<file path="src/rtl/step_dir_decoder.sv">
// step_dir_decoder: receive side of a step/dir link.
// Rebuilds a signed 64-bit position from step/dir pulses. Also reports the net
// steps per acc_step window, the clocks between the last two step edges, the
// direction of the last step, reversals, a stopped flag and a sticky
// dir-setup error.
// Optional feature: define STEP_DEC_GLITCH_FILTER_EN to add a FILT_LEN-sample
// glitch filter on the synchronised step and dir levels. This adds FILT_LEN
// clocks of edge latency.
module step_dir_decoder #(
  parameter int DIR_SETUP    = 4,
  parameter int STOP_TIMEOUT = 65536
`ifdef STEP_DEC_GLITCH_FILTER_EN
  ,parameter int FILT_LEN    = 4
`endif
) (
  input  logic        i_clk,
  input  logic        i_reset,
  input  logic        i_step_in,
  input  logic        i_dir_in,
  input  logic        i_acc_step,
  input  logic        i_load,
  input  logic [63:0] i_pos_val,
  input  logic        i_clear_err,
  output logic [63:0] o_pos,
  output logic [31:0] o_win_steps,
  output logic        o_win_valid,
  output logic [31:0] o_period,
  output logic        o_dir,
  output logic        o_reversal,
  output logic        o_stopped,
  output logic        o_err_dir_setup
);

  localparam int DsW = $clog2(DIR_SETUP + 1);

  logic        r_step_s1, r_step_s2, r_dir_s1, r_dir_s2;
  logic        r_step_prev, r_dir_prev;
  logic [DsW-1:0] r_dir_stable;
  logic [63:0] r_pos;
  logic [31:0] r_win_acc, r_win_steps, r_period, r_per_cnt;
  logic        r_win_valid, r_dir, r_reversal, r_stopped, r_first_seen, r_err;

  logic        w_step_lvl, w_dir_lvl, w_edge, w_dir_changed, w_setup_ok;
  logic [63:0] w_delta64;
  logic [32:0] w_delta33, w_win_sum;
  logic [31:0] w_win_sat;

  // Two-flop synchronisers for the asynchronous step and dir pins
  always_ff @(posedge i_clk) begin
    if (i_reset) begin
      r_step_s1 <= 1'b0;
      r_step_s2 <= 1'b0;
      r_dir_s1  <= 1'b0;
      r_dir_s2  <= 1'b0;
    end else begin
      r_step_s1 <= i_step_in;
      r_step_s2 <= r_step_s1;
      r_dir_s1  <= i_dir_in;
      r_dir_s2  <= r_dir_s1;
    end
  end

`ifdef STEP_DEC_GLITCH_FILTER_EN
  localparam int FcW = $clog2(FILT_LEN + 1);

  logic           r_step_filt, r_dir_filt;
  logic [FcW-1:0] r_step_fcnt, r_dir_fcnt;

  // Filtered levels follow the synced input only after FILT_LEN consecutive differing samples
  always_ff @(posedge i_clk) begin
    if (i_reset) begin
      r_step_filt <= 1'b0;
      r_dir_filt  <= 1'b0;
      r_step_fcnt <= '0;
      r_dir_fcnt  <= '0;
    end else begin
      if (r_step_s2 != r_step_filt) begin
        if (r_step_fcnt == FcW'(FILT_LEN - 1)) begin
          r_step_filt <= r_step_s2;
          r_step_fcnt <= '0;
        end else begin
          r_step_fcnt <= r_step_fcnt + 1'b1;
        end
      end else begin
        r_step_fcnt <= '0;
      end
      if (r_dir_s2 != r_dir_filt) begin
        if (r_dir_fcnt == FcW'(FILT_LEN - 1)) begin
          r_dir_filt <= r_dir_s2;
          r_dir_fcnt <= '0;
        end else begin
          r_dir_fcnt <= r_dir_fcnt + 1'b1;
        end
      end else begin
        r_dir_fcnt <= '0;
      end
    end
  end

  assign w_step_lvl = r_step_filt;
  assign w_dir_lvl  = r_dir_filt;
`else
  assign w_step_lvl = r_step_s2;
  assign w_dir_lvl  = r_dir_s2;
`endif

  assign w_edge        = w_step_lvl & ~r_step_prev;
  assign w_dir_changed = (w_dir_lvl != r_dir_prev);
  assign w_setup_ok    = !w_dir_changed && (r_dir_stable >= DsW'(DIR_SETUP));
  assign w_delta64     = w_dir_lvl ? 64'd1 : {64{1'b1}};
  assign w_delta33     = w_edge ? (w_dir_lvl ? 33'd1 : {33{1'b1}}) : 33'd0;
  assign w_win_sum     = {r_win_acc[31], r_win_acc} + w_delta33;

  // Clamp the window sum to the signed 32-bit range when it overflows
  always_comb begin
    w_win_sat = w_win_sum[31:0];
    if (w_win_sum[32] != w_win_sum[31]) begin
      w_win_sat = w_win_sum[32] ? 32'h8000_0000 : 32'h7FFF_FFFF;
    end
  end

  // Delayed copies of the (filtered) levels for edge and dir-change detection, plus the dir stability count
  always_ff @(posedge i_clk) begin
    if (i_reset) begin
      r_step_prev  <= 1'b0;
      r_dir_prev   <= 1'b0;
      r_dir_stable <= '0;
    end else begin
      r_step_prev <= w_step_lvl;
      r_dir_prev  <= w_dir_lvl;
      if (w_dir_changed) begin
        r_dir_stable <= '0;
      end else if (r_dir_stable < DsW'(DIR_SETUP)) begin
        r_dir_stable <= r_dir_stable + 1'b1;
      end
    end
  end

  // Position: a preset load takes priority over a step in the same cycle
  always_ff @(posedge i_clk) begin
    if (i_reset) begin
      r_pos <= '0;
    end else if (i_load) begin
      r_pos <= i_pos_val;
    end else if (w_edge) begin
      r_pos <= r_pos + w_delta64;
    end
  end

  // Window accumulator; the closing strobe includes a step arriving in the same cycle
  always_ff @(posedge i_clk) begin
    if (i_reset) begin
      r_win_acc   <= '0;
      r_win_steps <= '0;
      r_win_valid <= 1'b0;
    end else if (i_acc_step) begin
      r_win_steps <= w_win_sat;
      r_win_acc   <= '0;
      r_win_valid <= 1'b1;
    end else begin
      r_win_acc   <= w_win_sat;
      r_win_valid <= 1'b0;
    end
  end

  // Step period counter and stopped detection; the first edge after reset reports all-ones
  always_ff @(posedge i_clk) begin
    if (i_reset) begin
      r_per_cnt <= '1;
      r_period  <= '1;
      r_stopped <= 1'b1;
    end else if (w_edge) begin
      r_period  <= r_per_cnt;
      r_per_cnt <= 32'd1;
      r_stopped <= 1'b0;
    end else begin
      if (r_per_cnt != '1) begin
        r_per_cnt <= r_per_cnt + 32'd1;
      end
      r_stopped <= (r_per_cnt >= 32'(STOP_TIMEOUT));
    end
  end

  // Direction of the last step and reversal pulse once a previous step has been seen
  always_ff @(posedge i_clk) begin
    if (i_reset) begin
      r_dir        <= 1'b0;
      r_reversal   <= 1'b0;
      r_first_seen <= 1'b0;
    end else begin
      r_reversal <= w_edge && r_first_seen && (w_dir_lvl != r_dir);
      if (w_edge) begin
        r_dir        <= w_dir_lvl;
        r_first_seen <= 1'b1;
      end
    end
  end

  // Sticky dir-setup error; a new violation beats a same-cycle clear
  always_ff @(posedge i_clk) begin
    if (i_reset) begin
      r_err <= 1'b0;
    end else if (w_edge && !w_setup_ok) begin
      r_err <= 1'b1;
    end else if (i_clear_err) begin
      r_err <= 1'b0;
    end
  end

  assign o_pos           = r_pos;
  assign o_win_steps     = r_win_steps;
  assign o_win_valid     = r_win_valid;
  assign o_period        = r_period;
  assign o_dir           = r_dir;
  assign o_reversal      = r_reversal;
  assign o_stopped       = r_stopped;
  assign o_err_dir_setup = r_err;

endmodule

</file>
<file path="config.mk">
export PLATFORM = sky130hd
export DESIGN_NAME = step_dir_decoder
export DESIGN_NICKNAME = d
export VERILOG_FILES = /design/src/rtl/step_dir_decoder.sv
export SDC_FILE = /design/constraint.sdc
export NUM_CORES = 1
export LEC_CHECK = 0
export CAP_MARGIN = 5
export CORE_UTILIZATION = 40
export CTS_CLUSTER_SIZE = 28
export DETAILED_ROUTE_END_ITERATION = 10
export GPL_ROUTABILITY_DRIVEN = 0
export PLACE_DENSITY = 0.64
export SYNTH_ARGS = -nofsm -noshare
export SYNTH_HDL_FRONTEND = slang
export SYNTH_SLANG_ARGS = --single-unit
export TNS_END_PERCENT = 30
</file>
<file path="constraint.sdc">
create_clock -name i_clk -period 6.2 [get_ports i_clk]
set_input_delay 0.62 -clock i_clk [delete_from_list [all_inputs] [get_ports i_clk]]
set_output_delay 0.62 -clock i_clk [all_outputs]
set_load 0.01 [all_outputs]
</file>
==> results_dict.tcl <==
set metrics [dict create \
    die_h_um 184 \
    grt_max_degree 84 \
    synth-seq-cells 207 \
    crit_path_max_fanout 37 \
    clock_sinks 207 \
    ctsHoldBuffers 0 \
    finalWirelength_mm 38.4 \
    clk_pin_slew_ns 0.06 \
    initialDrtViolationCount 1022 \
    cts_made_buffers 24 \
    seqCellArea_um2 4140 \
    p_per_area_nw_per_um2 267 \
    cts_setup_buffers 0 \
    core_area_um2 32500 \
    grt_pass1_vias 12000 \
    whs_path_depth 1 \
    die_w_um 184 \
    worstSkewPairLatency_ns 0.53 \
    preCtsSetupSlack_ns 1.51 \
    fin_crit_ns 4.68 \
    yosys_warnings 0 \
    rsz0062_at_grt "no" \
    r2r_slack_ns 1.52 \
    netlist.area_leader.share 0.314 \
    grt_usage 0.225 \
    cts_tree "yes" \
    post_cts_resized 0 \
    status "completed" \
    startpoint_type "register" \
    period_share 0.755 \
    power_mw 4.31 \
    avgSynthCellArea_um2 7.59 \
    r2r_cells 13 \
    yosysSeqAreaShare 0.314 \
    firstDrtPassIters 6 \
    drc 0 \
    tightest_slew_ns 1.25 \
    yosysUniqueCellTypes 77 \
    cap_violations 0 \
    slew_viol_final 0 \
    rows 66 \
    cts.htree.levels 1 \
    async_reset_ff_frac 0 \
    yosys-top-cells-count "264 x nand2_1, 207 x dfxtp_1, 173 x a21oi_1" \
    cp.required_ns 6.56 \
    ios 204 \
    nets 1993 \
    viasPerCell 5.55 \
    setup-tns-final_ns 0 \
    wl_per_cell_um 16.6 \
    relSlewSlack 0.164 \
    layout.cells.non_filler 2312 \
    grt_pass1_wl_mm 62.6 \
    drive_above_1_share 0.0390 \
    nFillCells 3182 \
    antenna_found_initial 0 \
    critical_path_class "reg -> reg" \
    multiInputGateArea_um2 8400 \
    root_buffer "clkbuf_16" \
    setup_viol 0 \
    hpwlAfterDp_mm 27.3 \
    synth_cells 1736 \
    vias 12800 \
    die_area_um2 33700 \
    critPathCaptureType "register" \
    hold_viol 0 \
    antenna_cells 0 \
    hold_class "reg -> reg" \
    netlist_area_um2 13200 \
    synth-edff-count 0 \
    start_util 0.406 \
    fmax_mhz 214 \
    port_buffers 203 \
    ant_nets 0 \
    ys.flop_type "dfxtp_1" \
    synth_area_leaders "dfxtp_1 31%, nand2_1 7.5%, a21oi_1 6.6%" \
    p_leak_nw 6.51 \
    arrival_ns 5.04 \
    grt_overflow 0 \
    synthToLayoutAreaGrowth_pct 22.2 \
    irDropWorstVdd_mv 0.214 \
    skew_ns 0.0161 \
    synth.largest_area_cell "dfxtp_1" \
    setup_slack_ns 1.52 \
    placedCellCount 2270 \
    clockBufferDepth 3 \
    yosysMostFrequentCell "nand2_1" \
    synth_nets 1875 \
]
[power breakdown]
group,total [mW],switching (mW),internal (mW),leakage (nW)
sequential,1.56,0.121,1.44,1.70
clock,1.37,0.585,0.782,0.371
combinational,1.38,0.762,0.616,4.44
[placed cells by master, fill, tap and decap left out, types with 24 or more instances in the layout]
cell type	instances
nand2_1	264
dfxtp_1	207
clkdlybuf4s50_1	201
a21oi_1	173
nor2_1	159
xnor2_1	96
o21ai_0	82
ha_1	67
a21o_1	50
inv_1	42
nor3_1	42
nand4_1	41
nand3b_1	36
xor2_1	33
clkbuf_16	25
nand3_1	24
[kinds of logic (layout without fill, tap and decap cells)]
group,after synthesis,after routing,synth area share
simple gates,684,684,0.245
mux,15,15,0.0114
flops,207,207,0.314
xor+xnor,130,130,0.0869
buf+inv,164,298,0.0496
compound gates,465,465,0.225
fa+ha+maj,71,71,0.0674
[metrics by stage]
step	hold WS, ns	instance area [um2]	utilization
2_1_floorplan	0.414	13200	-
3_5_place_dp	0.443	15400	0.473
4_1_cts	0.458	16100	0.497
5_1_grt	0.471	16100	0.497
6_report	0.452	16100	0.497
3_3_place_gp	0.437	15400	0.473
[cell type report]
class | count | area share
Tap cell | 442 | 0.0343
Clock inverter | 11 | 0.00435
Inverter | 44 | 0.0103
Multi-Input combinational cell | 1365 | 0.521
Timing Repair Buffer | 212 | 0.130
Clock buffer | 31 | 0.0427
Sequential cell | 207 | 0.257
[critical path, stage by stage (launching register included)]
cell	delay [ns]
dfxtp_1	0.37
nand2b_4	0.43
clkinv_2	0.13
ha_1	0.25
ha_1	0.25
or4_4	0.44
or3_1	0.44
o31ai_2	0.21
a21oi_1	0.16
o41ai_2	0.43
o22a_1	0.37
nand2_1	0.14
nand2_1	0.75
nor2_1	0.13
[flip-flops by register name, summed over array words and instances (netlist names)]
signal and flops:
o_dir 1, o_err_dir_setup 1, o_period 32, o_pos 64, o_reversal 1, o_stopped 1
o_win_steps 32, o_win_valid 1, r_dir_prev 1, r_dir_s1 1, r_dir_s2 1, r_dir_stable 3
r_first_seen 1, r_per_cnt 32, r_step_prev 1, r_step_s1 1, r_step_s2 1, r_win_acc 32
[final timing paths]
| path | startpoint | to |
|---|---|---|
| hold reg to reg | r_step_s1$_SDFF_PP0_ | r_step_s2$_SDFF_PP0_ |
| hold / removal | r_step_s1$_SDFF_PP0_ | r_step_s2$_SDFF_PP0_ |
| setup reg to reg | r_step_prev$_SDFF_PP0_ | r_win_acc[28]$_SDFF_PP0_ |
| setup / recovery | r_step_prev$_SDFF_PP0_ | r_win_acc[28]$_SDFF_PP0_ |
[layer usage]
metal  global-route usage  wire length (um)  part of all wire
met1                0.310             18300              0.48
met2                0.363             16900              0.44
met3               0.0359              2410             0.063
met4               0.0577               762             0.020
met5                    0                 0                 0
Power figures use the tool's default switching activity.
